`config.mk`:
```
export PLATFORM = sky130hd
export DESIGN_NAME = batrider_pal_wr
export DESIGN_NICKNAME = d
export VERILOG_FILES = /design/src/rtl/batrider_pal_pkg.sv /design/src/rtl/batrider_pal_wr_edge.sv /design/src/rtl/batrider_pal_wr.sv
export SDC_FILE = /design/constraint.sdc
export NUM_CORES = 1
export LEC_CHECK = 0
export CORE_MARGIN = 2
export CORE_UTILIZATION = 52
export CTS_BUF_LIST = sky130_fd_sc_hd__clkbuf_8
export CTS_CLUSTER_DIAMETER = 50
export DETAILED_ROUTE_END_ITERATION = 10
export PLACE_DENSITY_LB_ADDON = 0.1
export SYNTH_ARGS = -nofsm -noshare
export SYNTH_HDL_FRONTEND = slang
export SYNTH_SLANG_ARGS = --single-unit
```
`constraint.sdc`:
```
create_clock -name CLK -period 4.46 [get_ports CLK]
set_input_delay 1.115 -clock CLK [delete_from_list [all_inputs] [get_ports CLK]]
set_output_delay 1.115 -clock CLK [all_outputs]
set_load 0.03 [all_outputs]
```
`src/rtl/batrider_pal_pkg.sv`:
```
// ============================================================================
// Module   : batrider_pal_pkg
// Brief    : Shared palette constants, FSM state encoding and xBGR555 masks.
// Revision : 1.0
// ============================================================================
`timescale 1ns/1ps
`default_nettype none

package batrider_pal_pkg;

    localparam int PAL_AW    = 11;
    localparam int PAL_WORDS = 2048;

    typedef logic [2:0] pal_wr_state_t;

    localparam logic [2:0] IDLE    = 3'd0;
    localparam logic [2:0] REQ     = 3'd1;
    localparam logic [2:0] WAIT    = 3'd2;
    localparam logic [2:0] WRITE   = 3'd3;
    localparam logic [2:0] DONE_ST = 3'd4;

    // xBGR555 field masks; bit 15 is don't-care.
    localparam logic [15:0] PAL_R_MASK = 16'h001F;
    localparam logic [15:0] PAL_G_MASK = 16'h03E0;
    localparam logic [15:0] PAL_B_MASK = 16'h7C00;

endpackage

`default_nettype wire

```
`src/rtl/batrider_pal_wr_edge.sv`:
```
// ============================================================================
// Module   : batrider_pal_wr_edge
// Brief    : Registered falling-edge detector for the active-low LVBL strobe.
// Revision : 1.0
// ============================================================================
`timescale 1ns/1ps
`default_nettype none

module batrider_pal_wr_edge (
    input  logic clk,
    input  logic rst,
    input  logic lvbl,
    output logic fall
);

    logic prev;

    // prev resets low so a blank already in progress at reset release is not seen as a new one
    always_ff @(posedge clk) begin
        if (rst) begin
            prev <= 1'b0;
            fall <= 1'b0;
        end else begin
            prev <= lvbl;
            fall <= prev & ~lvbl;
        end
    end

endmodule

`default_nettype wire

```
`src/rtl/batrider_pal_wr.sv`:
```
// ============================================================================
// Module   : batrider_pal_wr
// Brief    : Copies the palette image from source memory into palette BRAM
//            during vertical blank, once per armed vblank.
//            Optional checksum output: define BATRIDER_PAL_WR_CHKSUM_EN.
// Revision : 1.0
// ============================================================================
`timescale 1ns/1ps
`default_nettype none

module batrider_pal_wr
    import batrider_pal_pkg::*;
#(
    parameter int                AW       = PAL_AW,
    parameter int                SRC_AW   = 22,
    parameter logic [SRC_AW-1:0] SRC_BASE = '0
) (
    input  logic              CLK,
    input  logic              RESET,
    input  logic              LVBL,
    input  logic              PAL_DIRTY,
    output logic              SRC_CS,
    output logic [SRC_AW-1:0] SRC_ADDR,
    input  logic              SRC_OK,
    input  logic [15:0]       SRC_DATA,
    output logic              PAL_WE,
    output logic [AW-1:0]     PAL_WADDR,
    output logic [15:0]       PAL_WDATA,
    output logic              BUSY,
    output logic              DONE
`ifdef BATRIDER_PAL_WR_CHKSUM_EN
    ,
    output logic [15:0]       CHKSUM
`endif
);

    pal_wr_state_t   state;
    logic [AW-1:0]   idx;
    logic            pending;
    logic            vb_start;

`ifdef BATRIDER_PAL_WR_CHKSUM_EN
    logic [15:0]     acc;
`endif

    batrider_pal_wr_edge u_edge (
        .clk  (CLK),
        .rst  (RESET),
        .lvbl (LVBL),
        .fall (vb_start)
    );

    always_ff @(posedge CLK) begin
        if (RESET) begin
            state     <= IDLE;
            idx       <= '0;
            pending   <= 1'b0;
            SRC_CS    <= 1'b0;
            SRC_ADDR  <= '0;
            PAL_WE    <= 1'b0;
            PAL_WADDR <= '0;
            PAL_WDATA <= '0;
            BUSY      <= 1'b0;
            DONE      <= 1'b0;
`ifdef BATRIDER_PAL_WR_CHKSUM_EN
            acc       <= '0;
            CHKSUM    <= '0;
`endif
        end else begin
            PAL_WE <= 1'b0;
            DONE   <= 1'b0;
            if (PAL_DIRTY) begin
                pending <= 1'b1;
            end

            case (state)
                IDLE: begin
                    if (vb_start && pending) begin
                        idx   <= '0;
                        BUSY  <= 1'b1;
                        state <= REQ;
`ifdef BATRIDER_PAL_WR_CHKSUM_EN
                        acc   <= '0;
`endif
                    end
                end

                REQ: begin
                    if (LVBL) begin
                        BUSY  <= 1'b0;
                        state <= IDLE;
                    end else begin
                        SRC_CS   <= 1'b1;
                        SRC_ADDR <= SRC_BASE + SRC_AW'(idx);
                        state    <= WAIT;
                    end
                end

                // Leaving blank beats a simultaneous SRC_OK: nothing is written.
                WAIT: begin
                    if (LVBL) begin
                        SRC_CS <= 1'b0;
                        BUSY   <= 1'b0;
                        state  <= IDLE;
                    end else if (SRC_OK) begin
                        SRC_CS    <= 1'b0;
                        PAL_WE    <= 1'b1;
                        PAL_WADDR <= idx;
                        PAL_WDATA <= SRC_DATA;
                        state     <= WRITE;
`ifdef BATRIDER_PAL_WR_CHKSUM_EN
                        acc       <= acc + SRC_DATA;
`endif
                    end
                end

                WRITE: begin
                    if (&idx) begin
                        DONE    <= 1'b1;
                        pending <= PAL_DIRTY;
                        state   <= DONE_ST;
`ifdef BATRIDER_PAL_WR_CHKSUM_EN
                        CHKSUM  <= acc;
`endif
                    end else begin
                        idx   <= idx + 1'b1;
                        state <= REQ;
                    end
                end

                DONE_ST: begin
                    BUSY  <= 1'b0;
                    state <= IDLE;
                end

                default: begin
                    SRC_CS <= 1'b0;
                    BUSY   <= 1'b0;
                    state  <= IDLE;
                end
            endcase
        end
    end

endmodule

`default_nettype wire
```
# Word-level counts from Yosys, hierarchy flattened
# Index checks and enable logic that the tools add are counted.
# word_totals
reg_bits,59
input_bits,21
out_inout_bits,53
wordCells,62
# classes
add_sub_neg,1
eq_ne,9
n_mux,21
bitwise_logic,5
reduce_logical,14
# op_table
op,n
11-bit two-way mux,2
11-bit one-hot mux with 2 select lines,1
3-bit two-way mux,4
3-bit one-hot mux with 4 select lines,1
3-bit AND reduction,4
11-bit by 1-bit adder with 11-bit output (second input constant),1
11-bit AND reduction,1
1-bit two-way mux,10
3-bit by 2-bit == test with 1-bit output (second input constant),2
2-bit inequality test (second input constant),3
1-bit one-hot mux with 3 select lines,2
3-bit OR reduction,2
1-bit inverter,4
2-bit AND reduction,2
2-bit OR reduction,2
3-bit by 1-bit == test with 1-bit output (second input constant),1
3-bit == test (second input constant),1
3-bit zero test,1
3-bit inequality test (second input constant),1
2-bit two-way mux,1
2-bit by 1-bit inequality test with 1-bit output (second input constant),1
2-bit nonzero test,1
1-bit bitwise AND,1
1-bit logical AND,1

# Logic depth before layout (Yosys ltp)
# depth
word_depth,4
depth_mapped,7
mapped_depth_nobuf,5

# Cells and area by module
# A second synthesis with hierarchy kept.
# hier_totals
cells_unflattened,300
area_unflattened_um2,2478.6
# by_module_without_submodules
mod,n_inst,cells_each,area_each_um2
batrider_pal_wr,1,296,2419.8
batrider_pal_wr_edge,1,4,58.8

# Least setup slack after synthesis
# No wires, ideal clock.
# synth_path
kind,input-to-reg
startpoint,input LVBL
endpoint,register PAL_WADDR[7]
t_arrival_ns,1.903
t_required_ns,4.328
setup_slack_ns,2.425
path_stages,5
path_buffers,1
path_cell_list,nor2b_1 -> nand3_1 -> clkbuf_1 -> nand2_1 -> a21oi_1
# synth_via
elab_chain_cells,2
# synth_rtl
element,line,rtl
from (decl),batrider_pal_wr.sv:20,"input logic LVBL,"
1-bit inverter (no line),n/a,
3-bit AND reduction (no line),n/a,
to (signal assigned),batrider_pal_wr.sv:108,PAL_WADDR <= idx;
to (decl),batrider_pal_wr.sv:27,"output logic [AW-1:0] PAL_WADDR,"
# Every way passes these cells.
# A chain may end at the register's enable or synchronous reset.

# Final worst setup path
# layout_path
startpoint,input LVBL
endpoint,register PAL_WADDR[2]
# Same word-level chain as after synthesis.

==> flow_metrics.py <==
metrics = {
    "clocking": {
        "clk-insertion-delay-late_ns": 0.34,
        "clk_pin_slew_ns": 0.07,
        "cts_buffer_depth": 2,
        "cts_tree": "yes",
        "cts-buffers-inserted": 9,
        "postCtsSetupRepairBufs": 0,
        "cts_resized": 0,
        "postCtsHoldBufs": 0,
        "htreeDepth": 3,
        "cts_sinks": 59,
        "root_buffer": "clkbuf_8",
    },
    "timing": {
        "finalSetupViolCount": 0,
        "hold_violations": 0,
        "fin_crit_ns": 2.84,
        "skew_ns": 0.00782,
        "fin_crit_sh_pct": 63.7,
        "finalSetupTns_ns": 0,
        "fmax_mhz": 352,
        "maxSlewHeadroom_pct": 30.2,
        "max_slew.worst_pin.slew_ns": 1.05,
        "drv_slew": 0,
        "rsz0062_at_grt": "false",
    },
    "synthesis": {
        "synth_ff_type": "dfxtp_1",
        "ys_seq_area_share_pct": 48.5,
        "yosys_warnings": 0,
        "synth_top_area_share_pct": 48.5,
        "synth_cells": 304,
        "ys_top_cells_by_area": "dfxtp_1 49%, nand2_1 13%, a21oi_1 9.9%",
        "synth_area_per_cell_um2": 8.01,
        "synth_common_cells": "85 x nand2_1, 59 x dfxtp_1, 48 x a21oi_1",
        "synth_top_cell_by_area": "dfxtp_1",
        "synth.most_common_cell": "nand2_1",
        "synth_edf_count": 0,
        "ys_seq_elements": 59,
        "yosys.cell_types.count": 38,
        "syn_area_mm2": 0.00243,
        "async_flop_share_pct": 0,
    },
    "route": {
        "drt-pass1-iter-count": 4,
        "drt_iter0_markers": 181,
        "ant_nets": 0,
        "remaining_drc_errors": 0,
        "via_per_inst": 5.42,
        "drt-total-wl_um": 5900,
        "vias": 2238,
        "wire_per_inst_um": 14.3,
    },
    "finish": {
        "drive_above_1_share_pct": 5.54,
        "final_cell_area_mm2": 0.00321,
        "area_growth_pct": 32.0,
        "final_cells": 413,
        "nets": 378,
        "antenna_cells": 0,
    },
    "critical_path": {
        "r2r_start": "state[1]",
        "reg2reg_depth": 4,
        "start_kind": "primary input",
        "critPathArrivalTime_ns": 3.09,
        "timing.rr.end": "PAL_WADDR[2]",
        "required_ns": 4.71,
        "cp-startpoint": "LVBL",
        "critPathMaxFanout": 27,
        "cp-end-kind": "flip-flop",
        "crit_type": "primary input to flip-flop",
        "r2r_setup_slack_ns": 2.42,
    },
    "pwr": {
        "p_total_mw": 1.16,
        "p_int_mw": 0.929,
        "seq_power_share_pct": 45.7,
        "vdd.ir_drop.worst_v": 0.000313,
        "p_clk_share_pct": 50.4,
        "p_comb_share_pct": 3.9,
        "power_density_mw_per_mm2": 361,
        "leakage_nw": 1.07,
        "swShare_pct": 20.0,
        "p_switching_mw": 0.232,
    },
    "place": {
        "postPlaceCellArea_mm2": 0.00297,
        "hpwl_um": 3710,
        "placed_cells": 397,
        "io_buffers": 62,
        "place.gp.congestion": 0.872,
    },
    "run": {
        "maxCapViolCount": 0,
    },
    "floorplan": {
        "die-width_um": 72.4,
        "coreArea_mm2": 0.00444,
        "io_pins": 74,
        "dieArea_mm2": 0.00525,
        "die_y_um": 72.4,
        "initial_core_util_pct": 54.8,
        "row_count": 24,
    },
    "run_status": {
        "status": "finished clean",
    },
    "global_routing": {
        "grt_pass1_vias": 2090,
        "grt_use_total_pct": 24.2,
        "grt_max_degree": 60,
        "grt_overflow_total": 0,
        "antenna_found_initial": 0,
        "grt_first_pass_wirelength_um": 9670,
    },
    "worst_hold_path": {
        "worst_hold_startpoint": "PAL_WDATA[3]",
        "hold_end": "PAL_WDATA[3]",
        "hold_path_class": "flip-flop to flip-flop",
        "worstHoldPathCells": 2,
    },
}
flip-flops by register name, indices dropped and copies added (netlist names), 3 cells and up:
register	flops
idx	11
PAL_WDATA	16
state	3
PAL_WADDR	11
SRC_ADDR	11
power by group through the flow:
stage | sequential, mW | combinational (mW) | clock (mW)
floorplan | 0.542 | 0.0309 | 0
global placement | 0.542 | 0.0449 | 0
detailed placement | 0.542 | 0.0450 | 0
CTS | 0.530 | 0.0454 | 0.591
global route | 0.530 | 0.0492 | 0.609
finish | 0.530 | 0.0453 | 0.585
cells in the final DEF (no fill, tap or decap), drive strengths merged, types with 4 or more instances in the layout:
cell           netlist  layout
nand2               85      85
clkdlybuf4s50        0      61
dfxtp               59      59
a21oi               48      48
nor2                16      16
conb                 1      11
clkbuf              10      10
o21ai                8       8
nand3                6       6
nor3                 5       5
inv                  3       4
a311oi               4       4
through the flow:
step	utilization (%)	hold slack, ns	setup slack, ns
after floorplan	-	0.439	2.43
after detailed placement	66.9	0.446	1.32
after CTS	72.3	0.455	1.61
final	72.3	0.453	1.62
after global routing	72.3	0.473	1.44
after global placement	66.9	0.441	1.42
worst max-delay path, stage by stage:
cell and delay (ns):
clkdlybuf4s50_1 0.52, nor2b_1 0.24, and3_1 0.85, nand2_1 0.18, a21oi_1 0.18
worst max path at each step:
| stage | to | slack [ns] | cells after the start |
|---|---|---|---|
| global route | PAL_WDATA[5] | 1.44 | 5 |
| global placement | PAL_WDATA[10] | 1.42 | 5 |
| detailed placement | PAL_WADDR[4] | 1.32 | 5 |
| finish | PAL_WADDR[2] | 1.62 | 5 |
| floorplan | PAL_WADDR[7] | 2.43 | 5 |
| CTS | PAL_WADDR[2] | 1.61 | 5 |
metal layers:
metal / GRT usage, % / wire (um)
met5: 0 / 0
met4: 12.6 / 72
met3: 5.42 / 361
met2: 37.6 / 2830
met1: 31.6 / 2640
layout make-up:
cell class / instances / area, um^2
fill: 358 / 1230
tap: 52 / 65.1
sequential: 59 / 1180
inverter: 3 / 11.3
timing repair buffer: 63 / 623
clock buffer: 10 / 138
multi-input combinational: 220 / 1090
clock inverter: 6 / 104
cells by family after synthesis:
family,count (synthesis),synth area share [%]
compound gates,75,18.4
xor+xnor,1,0.360
fa+ha+maj,1,0.514
buf+inv,35,8.17
flops,59,48.5
other cells,1,0.154
simple gates,132,23.8
Power figures use the tool's default switching activity.
